File: src/rtl/serial_link_tx_pkg.sv
// Shared definitions for the serial-link OBI-to-AXI transmit path.
// Register map, FSM encoding and AXI response codes.
package serial_link_tx_pkg;

    localparam logic [1:0] RegData   = 2'd0;
    localparam logic [1:0] RegStatus = 2'd1;
    localparam logic [1:0] RegDest   = 2'd2;
    localparam logic [1:0] RegCtrl   = 2'd3;

    localparam logic [1:0] AxiRespOkay   = 2'b00;
    localparam logic [1:0] AxiRespExOkay = 2'b01;
    localparam logic [1:0] AxiRespSlvErr = 2'b10;
    localparam logic [1:0] AxiRespDecErr = 2'b11;

    typedef enum logic [1:0] {
        IDLE,
        SEND,
        RESP
    } fsm_e;

endpackage

File: src/rtl/serial_link_tx_fifo.sv
// Synchronous FIFO holding {strb, data} payloads for the TX path.
// Pointers wrap naturally because Depth is a power of two.
module serial_link_tx_fifo #(
    parameter int unsigned Depth = 8,
    parameter int unsigned Width = 36
) (
    input  logic                       clk_i,
    input  logic                       rst_i,
    input  logic                       push_i,
    input  logic [Width-1:0]           data_i,
    input  logic                       pop_i,
    output logic [Width-1:0]           data_o,
    output logic                       full_o,
    output logic                       empty_o,
    output logic [$clog2(Depth):0]     fill_o
);
    localparam int unsigned PtrW = $clog2(Depth);

    logic [Width-1:0] mem_q [Depth];
    logic [PtrW-1:0]  wptr_q;
    logic [PtrW-1:0]  rptr_q;
    logic [PtrW:0]    fill_q;
    logic             do_push;
    logic             do_pop;

    assign do_push = push_i & ~full_o;
    assign do_pop  = pop_i & ~empty_o;

    always_ff @(posedge clk_i) begin
        if (rst_i) begin
            wptr_q <= '0;
            rptr_q <= '0;
            fill_q <= '0;
        end else begin
            if (do_push) wptr_q <= wptr_q + 1'b1;
            if (do_pop)  rptr_q <= rptr_q + 1'b1;
            fill_q <= fill_q + (PtrW+1)'(do_push) - (PtrW+1)'(do_pop);
        end
    end

    always_ff @(posedge clk_i) begin
        if (do_push) mem_q[wptr_q] <= data_i;
    end

    assign data_o  = mem_q[rptr_q];
    assign full_o  = (fill_q == (PtrW+1)'(Depth));
    assign empty_o = (fill_q == '0);
    assign fill_o  = fill_q;

endmodule

File: src/rtl/serial_link_obi_tx_fifo.sv
// OBI slave that buffers words and ships each as a single-beat AXI write
// into the serial link; one outstanding transaction at a time.
module serial_link_obi_tx_fifo
    import serial_link_tx_pkg::*;
#(
    parameter int unsigned FifoDepth = 8,
    parameter int unsigned AddrWidth = 32,
    parameter int unsigned DataWidth = 32
) (
    input  logic                 clk_i,
    input  logic                 rst_i,
    input  logic                 obi_req_i,
    output logic                 obi_gnt_o,
    input  logic [AddrWidth-1:0] obi_addr_i,
    input  logic                 obi_we_i,
    input  logic [3:0]           obi_be_i,
    input  logic [DataWidth-1:0] obi_wdata_i,
    output logic                 obi_rvalid_o,
    output logic [DataWidth-1:0] obi_rdata_o,
    output logic                 aw_valid_o,
    input  logic                 aw_ready_i,
    output logic [AddrWidth-1:0] aw_addr_o,
    output logic                 w_valid_o,
    input  logic                 w_ready_i,
    output logic [DataWidth-1:0] w_data_o,
    output logic [3:0]           w_strb_o,
    output logic                 w_last_o,
    input  logic                 b_valid_i,
    output logic                 b_ready_o,
    input  logic [1:0]           b_resp_i,
    output logic                 irq_empty_o
);
    localparam int unsigned FillW = $clog2(FifoDepth) + 1;
    localparam int unsigned PayW  = DataWidth + 4;

    logic [1:0]           sel;
    logic                 gnt, data_wr, dest_wr, ctrl_wr;
    logic                 full, empty, pop;
    logic [FillW-1:0]     fill;
    logic [PayW-1:0]      head;
    logic                 b_hs, b_err;
    logic                 unused_addr;

    fsm_e                 state_q, state_d;
    logic [AddrWidth-1:0] dest_q, cur_addr_q, cur_addr_d, aw_addr_q;
    logic [DataWidth-1:0] w_data_q, rdata_q, rdata_d;
    logic [3:0]           w_strb_q;
    logic                 aw_valid_q, aw_valid_d, w_valid_q, w_valid_d;
    logic                 en_q, autoinc_q, err_q, err_d;
    logic                 reload_q, rvalid_q;

    assign sel         = obi_addr_i[3:2];
    assign unused_addr = ^{obi_addr_i[AddrWidth-1:4], obi_addr_i[1:0]};

    assign gnt     = obi_req_i & ~(obi_we_i & (sel == RegData) & full);
    assign data_wr = gnt & obi_we_i & (sel == RegData);
    assign dest_wr = gnt & obi_we_i & (sel == RegDest);
    assign ctrl_wr = gnt & obi_we_i & (sel == RegCtrl);

    serial_link_tx_fifo #(
        .Depth (FifoDepth),
        .Width (PayW)
    ) i_fifo (
        .clk_i   (clk_i),
        .rst_i   (rst_i),
        .push_i  (data_wr),
        .data_i  ({obi_be_i, obi_wdata_i}),
        .pop_i   (pop),
        .data_o  (head),
        .full_o  (full),
        .empty_o (empty),
        .fill_o  (fill)
    );

    always_comb begin
        rdata_d = '0;
        if (gnt & ~obi_we_i) begin
            unique case (sel)
                RegStatus: begin
                    rdata_d[FillW-1:0] = fill;
                    rdata_d[16]        = full;
                    rdata_d[17]        = empty;
                    rdata_d[18]        = err_q;
                end
                RegDest: rdata_d      = DataWidth'(dest_q);
                RegCtrl: rdata_d[1:0] = {autoinc_q, en_q};
                default: rdata_d      = '0;
            endcase
        end
    end

    always_comb begin
        state_d    = state_q;
        aw_valid_d = aw_valid_q;
        w_valid_d  = w_valid_q;
        pop        = 1'b0;
        unique case (state_q)
            IDLE: begin
                if (en_q & ~empty) begin
                    pop        = 1'b1;
                    aw_valid_d = 1'b1;
                    w_valid_d  = 1'b1;
                    state_d    = SEND;
                end
            end
            SEND: begin
                if (aw_ready_i) aw_valid_d = 1'b0;
                if (w_ready_i)  w_valid_d  = 1'b0;
                if (~aw_valid_d & ~w_valid_d) state_d = RESP;
            end
            RESP: begin
                if (b_valid_i) state_d = IDLE;
            end
            default: state_d = IDLE;
        endcase
    end

    assign b_hs  = (state_q == RESP) & b_valid_i;
    assign b_err = b_hs & (b_resp_i != AxiRespOkay);
    assign err_d = b_err | (err_q & ~(ctrl_wr & obi_wdata_i[2]));

    // A DEST write since the last pop overrides the post-response increment
    always_comb begin
        cur_addr_d = cur_addr_q;
        if (dest_wr) begin
            cur_addr_d = AddrWidth'(obi_wdata_i);
        end else if (b_hs & autoinc_q & ~reload_q) begin
            cur_addr_d = cur_addr_q + AddrWidth'(4);
        end
    end

    always_ff @(posedge clk_i) begin
        if (rst_i) begin
            state_q    <= IDLE;
            aw_valid_q <= 1'b0;
            w_valid_q  <= 1'b0;
            dest_q     <= '0;
            cur_addr_q <= '0;
            aw_addr_q  <= '0;
            w_data_q   <= '0;
            w_strb_q   <= '0;
            en_q       <= 1'b0;
            autoinc_q  <= 1'b0;
            err_q      <= 1'b0;
            reload_q   <= 1'b0;
            rvalid_q   <= 1'b0;
            rdata_q    <= '0;
        end else begin
            state_q    <= state_d;
            aw_valid_q <= aw_valid_d;
            w_valid_q  <= w_valid_d;
            cur_addr_q <= cur_addr_d;
            err_q      <= err_d;
            reload_q   <= dest_wr | (reload_q & ~pop);
            rvalid_q   <= gnt;
            rdata_q    <= rdata_d;
            if (dest_wr) dest_q <= AddrWidth'(obi_wdata_i);
            if (ctrl_wr) begin
                en_q      <= obi_wdata_i[0];
                autoinc_q <= obi_wdata_i[1];
            end
            if (pop) begin
                aw_addr_q              <= cur_addr_q;
                {w_strb_q, w_data_q}   <= head;
            end
        end
    end

    assign obi_gnt_o    = gnt;
    assign obi_rvalid_o = rvalid_q;
    assign obi_rdata_o  = rdata_q;
    assign aw_valid_o   = aw_valid_q;
    assign aw_addr_o    = aw_addr_q;
    assign w_valid_o    = w_valid_q;
    assign w_data_o     = w_data_q;
    assign w_strb_o     = w_strb_q;
    assign w_last_o     = w_valid_q;
    assign b_ready_o    = (state_q == RESP);
    assign irq_empty_o  = empty & (state_q == IDLE);

endmodule

File: config.mk
export PLATFORM = sky130hd
export DESIGN_NAME = serial_link_obi_tx_fifo
export DESIGN_NICKNAME = d
export VERILOG_FILES = /design/src/rtl/serial_link_tx_pkg.sv /design/src/rtl/serial_link_tx_fifo.sv /design/src/rtl/serial_link_obi_tx_fifo.sv
export SDC_FILE = /design/constraint.sdc
export NUM_CORES = 1
export LEC_CHECK = 0
export BUFFER_PORTS_ARGS = -buffer_cell sky130_fd_sc_hd__buf_2
export CORE_ASPECT_RATIO = 2
export CORE_MARGIN = 2
export CORE_UTILIZATION = 40
export CTS_BUF_LIST = sky130_fd_sc_hd__clkbuf_4 sky130_fd_sc_hd__clkbuf_8
export DETAILED_ROUTE_END_ITERATION = 10
export HOLD_SLACK_MARGIN = 0.02
export PLACE_DENSITY = 0.59
export SLEW_MARGIN = 30
export SYNTH_ARGS = -nofsm -noshare
export SYNTH_HDL_FRONTEND = slang
export SYNTH_HIERARCHICAL = 1
export SYNTH_SLANG_ARGS = --single-unit
export TNS_END_PERCENT = 5
File: constraint.sdc
create_clock -name clk_i -period 8.65 [get_ports clk_i]
set_input_delay 1.73 -clock clk_i [delete_from_list [all_inputs] [get_ports clk_i]]
set_output_delay 1.73 -clock clk_i [all_outputs]
set_load 0.05 [all_outputs]
==> impl_metrics.yaml, run 1 <==
clocking:
  cts_max_level: 3
  clkSinkCount: 474
  numCtsBuffers: 66
  path_clk_slew_ns: 0.06
  tritoncts: "yes"
  clockBufferDepth: 3
  postCtsResizedCells: 0
  cts-root-buf: "clkbuf_8"
  clk_latency_ns: 0.61
  post_cts_buffers: 0
  cts_hold_buffers: 0
synth:
  yosys_warnings: 6
  synth_seq_cells: 474
  ys_async_sr_fraction: 0
  ys_seq_area_frac: 0.679
  ys_types: 49
  ys.flop_type: "edfxtp_1"
  synth_edf_count: 288
  syn_inst: 1270
  synth_nets: 1361
  synth_area_per_cell_sq_um: 14.3
  syn-cell-area_sq_um: 18200
worst_setup_path:
  critical_path_class: "in2out"
  reg2reg_depth: 13
  cp-end-kind: "primary output"
  crit_path_max_incr_delay_ns: 0.30
  reg2reg_from: "i_fifo/fill_o[2]$_SDFF_PP0_"
  arrival_ns: 2.66
  r2r_slack_ns: 4.27
  path_common_cell: "buf_2"
  worstPathCellList: "buf_2, inv_1, ha_1, a31oi_1, buf_2"
  required_ns: 6.92
  rr_endpoint: "i_fifo/fill_o[2]$_SDFF_PP0_"
  cp_max_fo: 3
  startpoint: "obi_addr_i[2]"
  slowest_stage: "buf_2"
  startpoint_type: "primary input"
  cp-endpoint: "obi_gnt_o"
die:
  die_x_um: 155
  initial_core_util: 0.405
  num_rows: 110
  core_area_sq_um: 45000
  pin_count: 184
  die_area_sq_um: 47400
  fp.dieH_um: 306
sta:
  finalSetupViolations: 0
  final-max-slew-violation-count: 0
  fmax_mhz: 228
  max_slew_margin: 0.342
  hold_viol: 0
  finClkSkew_ns: 0.0249
  finalSetupTns_ns: 0
  min_period_over_period: 0.507
  grt_setup_unrepaired: "false"
  finalCriticalPeriod_ns: 4.39
  worst_pin_slew_ns: 0.979
placed_design:
  numPortBuffers: 153
  dp_hpwl_um: 25900
  routabilityCongestion: 0.871
  placed_cell_area_sq_um: 19600
status:
  status: "complete, no violations"
final_layout:
  nets: 1528
  n_fill_cell: 3941
  areaGrowthSynthToFinish_pct: 15.0
  finalInstanceArea_sq_um: 20900
  drive_above_1_share: 0.227
global_route:
  overflow: 0
  grt_usage: 0.185
  grt_pass1_vias: 11300
  grt_pass1_wl_um: 66200
  grt_max_degree: 92
  antenna_found_initial: 1
drt:
  ant_nets: 0
  totalWireLength_um: 42700
  drc: 0
  drtIter0Drc: 630
  routed_via_density: 5.27
  routedWlPerCell_um: 20.9
  vias: 10800
  first_pass_iters: 5
power:
  leakage_uw: 0.00734
  p_per_area_nw_per_um2: 206
  ir_drop_uv: 104
run:
  maxCapViolations: 0
worst_hold_path:
  worstHoldPathType: "reg2reg"
==> through the flow <==
step / power [uW] / cells / setup slack (ns) / util / hold slack [ns]
2_1_floorplan: 2510 / 1270 / 2.05 / - / 0.432
3_3_place_gp: 2570 / 1928 / 4.26 / 0.434 / 0.438
3_5_place_dp: 2570 / 1929 / 4.24 / 0.435 / 0.443
4_1_cts: 4370 / 2045 / 4.20 / 0.465 / 0.452
5_1_grt: 4470 / 2046 / 3.91 / 0.465 / 0.466
6_report: 4310 / 2047 / 4.26 / 0.465 / 0.450
==> placed cells by master (no fill, tap or decap), types with 3 or more instances in the layout <==
cell type,count
a211oi_1,16
a21oi_1,124
a22o_1,4
a22oi_1,5
and2_1,3
and3_1,28
buf_2,152
buf_4,14
bufinv_16,3
clkbuf_4,12
clkbuf_8,78
clkinv_1,10
clkinv_2,7
clkinvlp_4,4
dfxtp_1,183
edfxtp_1,288
ha_1,13
inv_1,16
mux2_2,40
mux2i_1,3
mux4_1,72
nand2_1,231
nand2b_1,7
nand3_1,14
nand4_1,14
nor2_1,46
nor2_4,3
nor2b_1,9
nor3_1,6
nor3_2,5
nor4_1,5
o21ai_0,7
or3_1,4
xnor2_1,10
xor2_1,17
==> sequential cells by signal, summed over array words and instances, names as in the netlist, named ones only <==
register and count:
autoinc_q 1, aw_addr_o 32, aw_valid_o 1, cur_addr_q 32
dest_q 32, en_q 1, err_q 1, i_fifo/fill_o 4
i_fifo/mem_q 288, i_fifo/rptr_q 3, i_fifo/wptr_q 3, obi_rdata_o 32
obi_rvalid_o 1, reload_q 1, state_q 2, w_data_o 32
w_last_o 1, w_strb_o 4
==> critical path, delay by kind of cell <==
family                     cells  cell delay [ns]
adders and majority gates      1             0.22
buffers and inverters          3             0.47
AOI/OAI and AO/OA              1             0.22
==> layer usage <==
| layer | GRT usage | part of all wire |
|---|---|---|
| met5 | 0 | 0 |
| met4 | 0.0670 | 0.023 |
| met3 | 0.0343 | 0.047 |
| met2 | 0.339 | 0.54 |
| met1 | 0.212 | 0.39 |
==> how the worst min path moves through the flow <==
stage	start	endpoint	slack, ns	cells after the start
2_1_floorplan	dest_q[10]$_SDFFE_PP0P_	dest_q[10]$_SDFFE_PP0P_	0.43	2
3_3_place_gp	dest_q[26]$_SDFFE_PP0P_	dest_q[26]$_SDFFE_PP0P_	0.44	2
3_5_place_dp	dest_q[19]$_SDFFE_PP0P_	dest_q[19]$_SDFFE_PP0P_	0.44	2
4_1_cts	dest_q[27]$_SDFFE_PP0P_	dest_q[27]$_SDFFE_PP0P_	0.45	2
5_1_grt	dest_q[19]$_SDFFE_PP0P_	dest_q[19]$_SDFFE_PP0P_	0.47	2
6_report	dest_q[27]$_SDFFE_PP0P_	dest_q[27]$_SDFFE_PP0P_	0.45	2
==> synth_stat cells (9+ instances only) <==
| library cell | count | share of area |
|---|---|---|
| a21oi_1 | 124 | 0.034 |
| nand4_1 | 14 | 0.0048 |
| mux4_1 | 72 | 0.10 |
| and3_1 | 28 | 0.0096 |
| nor2b_1 | 9 | 0.0031 |
| nand2_1 | 232 | 0.048 |
| clkbuf_1 | 49 | 0.010 |
| xor2_1 | 17 | 0.0082 |
| buf_1 | 9 | 0.0019 |
| mux2_2 | 40 | 0.025 |
| dfxtp_1 | 186 | 0.20 |
| a211oi_1 | 16 | 0.0066 |
| inv_1 | 16 | 0.0033 |
| xnor2_1 | 10 | 0.0048 |
| nor3_1 | 11 | 0.0030 |
| nor2_1 | 49 | 0.010 |
| ha_1 | 13 | 0.0089 |
| nand3_1 | 14 | 0.0038 |
| edfxtp_1 | 288 | 0.47 |
==> power breakdown <==
part | total [uW] | switching, uW | leakage (uW) | internal (uW)
Clock | 1790 | 827 | 0.000710 | 966
Sequential | 2410 | 9.92 | 0.00409 | 2400
Combinational | 106 | 77.4 | 0.00253 | 28.4
Total | 4310 | 914 | 0.00734 | 3400
==> kinds of logic (layout without fill, tap and decap cells) <==
| family | Yosys count | count (layout) | synth area share |
|---|---|---|---|
| mux | 115 | 115 | 0.130 |
| buf+inv | 87 | 302 | 0.0216 |
| compound gates | 165 | 165 | 0.0509 |
| xor+xnor | 27 | 27 | 0.0130 |
| simple gates | 388 | 388 | 0.0949 |
| other cells | 0 | 2 | 0 |
| flops | 474 | 474 | 0.679 |
| fa+ha+maj | 14 | 14 | 0.0100 |
==> cell type report <==
cell class	count	area [sq um]	share of cell area
flip-flops and latches	474	12400	0.591
clock buffers	90	1160	0.0556
inverters	17	63.8	0.00305
well taps	560	701	0.0335
clock inverters	26	210	0.0100
repair buffers	169	908	0.0434
diodes	2	5.00	0.000239
multi-input cells	709	5510	0.263
Power figures use the tool's default switching activity.
==> run 2, diff against run 1 <==
--- a/config.mk
+++ b/config.mk
@@ -12,7 +12,7 @@
 export CTS_BUF_LIST = sky130_fd_sc_hd__clkbuf_4 sky130_fd_sc_hd__clkbuf_8
 export DETAILED_ROUTE_END_ITERATION = 10
 export HOLD_SLACK_MARGIN = 0.02
-export PLACE_DENSITY = 0.59
+export PLACE_DENSITY = 0.61
 export SLEW_MARGIN = 30
 export SYNTH_ARGS = -nofsm -noshare
 export SYNTH_HDL_FRONTEND = slang
==> constraint.sdc (replaced) <==
create_clock -name clk_i -period 3.8 [get_ports clk_i]
set_input_delay 0.76 -clock clk_i [delete_from_list [all_inputs] [get_ports clk_i]]
set_output_delay 0.76 -clock clk_i [all_outputs]
set_load 0.05 [all_outputs]
==> impl_metrics.yaml, run 2 (synthesis results as in run 1) <==
sta:
  grt_setup_unrepaired: "false"
  fin_ws_ns: 0.606
  finClkSkew_ns: 0.0160
  min_period_over_period: 0.840
  max_slew_margin: 0.340
  finalSetupViolations: 0
  final-max-slew-violation-count: 0
  fmax_mhz: 313
  finalCriticalPeriod_ns: 3.19
  hold_viol: 0
  worst_pin_slew_ns: 0.982
final_layout:
  multi_input_area_sq_um: 5520
  final_common_cell: "edfxtp_1"
  n_fill_cell: 3910
  areaGrowthSynthToFinish_pct: 16.1
  ff_latch_area_sq_um: 12400
  largest_reg_flops: 288
  top_register: "i_fifo/mem_q"
  finalInstanceArea_sq_um: 21100
  drive_above_1_share: 0.229
  layout_common_cells: "edfxtp_1 (288), nand2_1 (231), dfxtp_1 (183)"
  nets: 1533
global_route:
  antenna_found_initial: 3
  grt_pass1_vias: 11300
  overflow: 0
  grt_usage: 0.180
  grt_max_degree: 79
  grt_pass1_wl_um: 64500
drt:
  drtIter0Drc: 637
  routed_via_density: 5.22
  ant_nets: 0
  vias: 10700
  routedWlPerCell_um: 20.4
  drc: 0
  totalWireLength_um: 41900
  first_pass_iters: 5
worst_setup_path:
  critical_path_class: "reg2reg"
  critPathBufInv: 3
  cp-endpoint: "i_fifo/fill_o[2]$_SDFF_PP0_"
  worstPathCellList: "inv_1, ha_1, or3b_2, inv_1, nand2_1, and3_1, and2_1, nand2_2, xnor2_1, ha_1, inv_1, fa_1, xor2_1, nor2_1"
  slowest_stage: "or3b_2"
  reg2reg_from: "i_fifo/fill_o[2]$_SDFF_PP0_"
  startpoint_type: "flop"
  required_ns: 4.30
  reg2reg_depth: 14
  cp-end-kind: "flop"
  rr_endpoint: "i_fifo/fill_o[2]$_SDFF_PP0_"
  r2r_slack_ns: 0.61
  crit_path_max_incr_delay_ns: 0.49
  path_common_cell: "inv_1"
  startpoint: "i_fifo/fill_o[2]$_SDFF_PP0_"
  cp_max_fo: 8
  cpLargestDelayFamily: "simple AND/OR/NAND/NOR gates"
  arrival_ns: 3.70
  crit_cells: 14
die:
  pin_count: 184
  fp.dieH_um: 306
  core_area_sq_um: 45000
  num_rows: 110
  die_area_sq_um: 47400
  initial_core_util: 0.405
  die_x_um: 155
clocking:
  postCtsResizedCells: 0
  clockBufferDepth: 3
  clk_latency_ns: 0.64
  cts_hold_buffers: 0
  clkSinkCount: 474
  tritoncts: "yes"
  path_clk_slew_ns: 0.08
  cts_max_level: 2
  numCtsBuffers: 61
  cts-root-buf: "clkbuf_8"
  post_cts_buffers: 0
worst_hold_path:
  holdCritStartpoint: "obi_be_i[1]"
  worstHoldPathType: "in2reg"
status:
  status: "complete, no violations"
power:
  ir_drop_uv: 412
  p_per_area_nw_per_um2: 470
  leakage_uw: 0.00741
placed_design:
  dp_hpwl_um: 26500
  routabilityCongestion: 0.863
  place_ws_ns: 0.619
  placed_cell_area_sq_um: 19800
  numPortBuffers: 153
run:
  maxCapViolations: 0
[run 2: cell types whose count changed in the layout (fill, tap and decap cells not counted), sizes merged, moves of 2 or more]
cell / delta
clkbuf: -21
buf: +10
clkinv: +8
bufinv: +7
clkinvlp: +2
inv: +2
[run 2: worst min path at each step]
stage / to / slack, ns / cells past startpoint
after floorplan: dest_q[10]$_SDFFE_PP0P_ / 0.43 / 2
after global placement: dest_q[9]$_SDFFE_PP0P_ / 0.44 / 2
after detailed placement: dest_q[26]$_SDFFE_PP0P_ / 0.44 / 2
after CTS: i_fifo/mem_q[5][33]$_DFFE_PP_ / 0.35 / 1
after global routing: i_fifo/mem_q[7][34]$_DFFE_PP_ / 0.39 / 1
final: i_fifo/mem_q[0][33]$_DFFE_PP_ / 0.40 / 1
[run 2: through the flow]
step | utilization | hold slack, ns | TNS (ns) | instances | power, uW
3_5_place_dp | 0.439 | 0.442 | 0 | 1939 | 5860
5_1_grt | 0.470 | 0.390 | 0 | 2056 | 10300
3_3_place_gp | 0.439 | 0.437 | 0 | 1939 | 5850
6_report | 0.470 | 0.404 | 0 | 2056 | 9930
2_1_floorplan | - | 0.432 | -136.61 | 1270 | 5720
4_1_cts | 0.470 | 0.348 | 0 | 2053 | 10100
[run 2: final cells by class]
| type | count | area share |
|---|---|---|
| clock buffer | 69 | 0.0425 |
| antenna | 3 | 0.000355 |
| timing repair buffer | 179 | 0.0517 |
| sequential | 474 | 0.585 |
| multi-input combinational | 709 | 0.261 |
| inverter | 17 | 0.00302 |
| tap | 560 | 0.0331 |
| clock inverter | 45 | 0.0230 |
[run 2: metal layers]
layer	share of wire	wire length, um	track usage	vias to the layer above
met2	0.54	22500	0.334	296
met4	0.036	1500	0.0769	0
met1	0.38	15900	0.202	5247
met3	0.047	1950	0.0284	79
li1	-	-	-	5101
met5	0	0	0	-
[run 2: power breakdown]
| part | switching (uW) | internal, uW | total (uW) |
|---|---|---|---|
| clock network | 1900 | 2290 | 4190 |
| logic | 176 | 69.6 | 246 |
| registers | 23.2 | 5470 | 5490 |
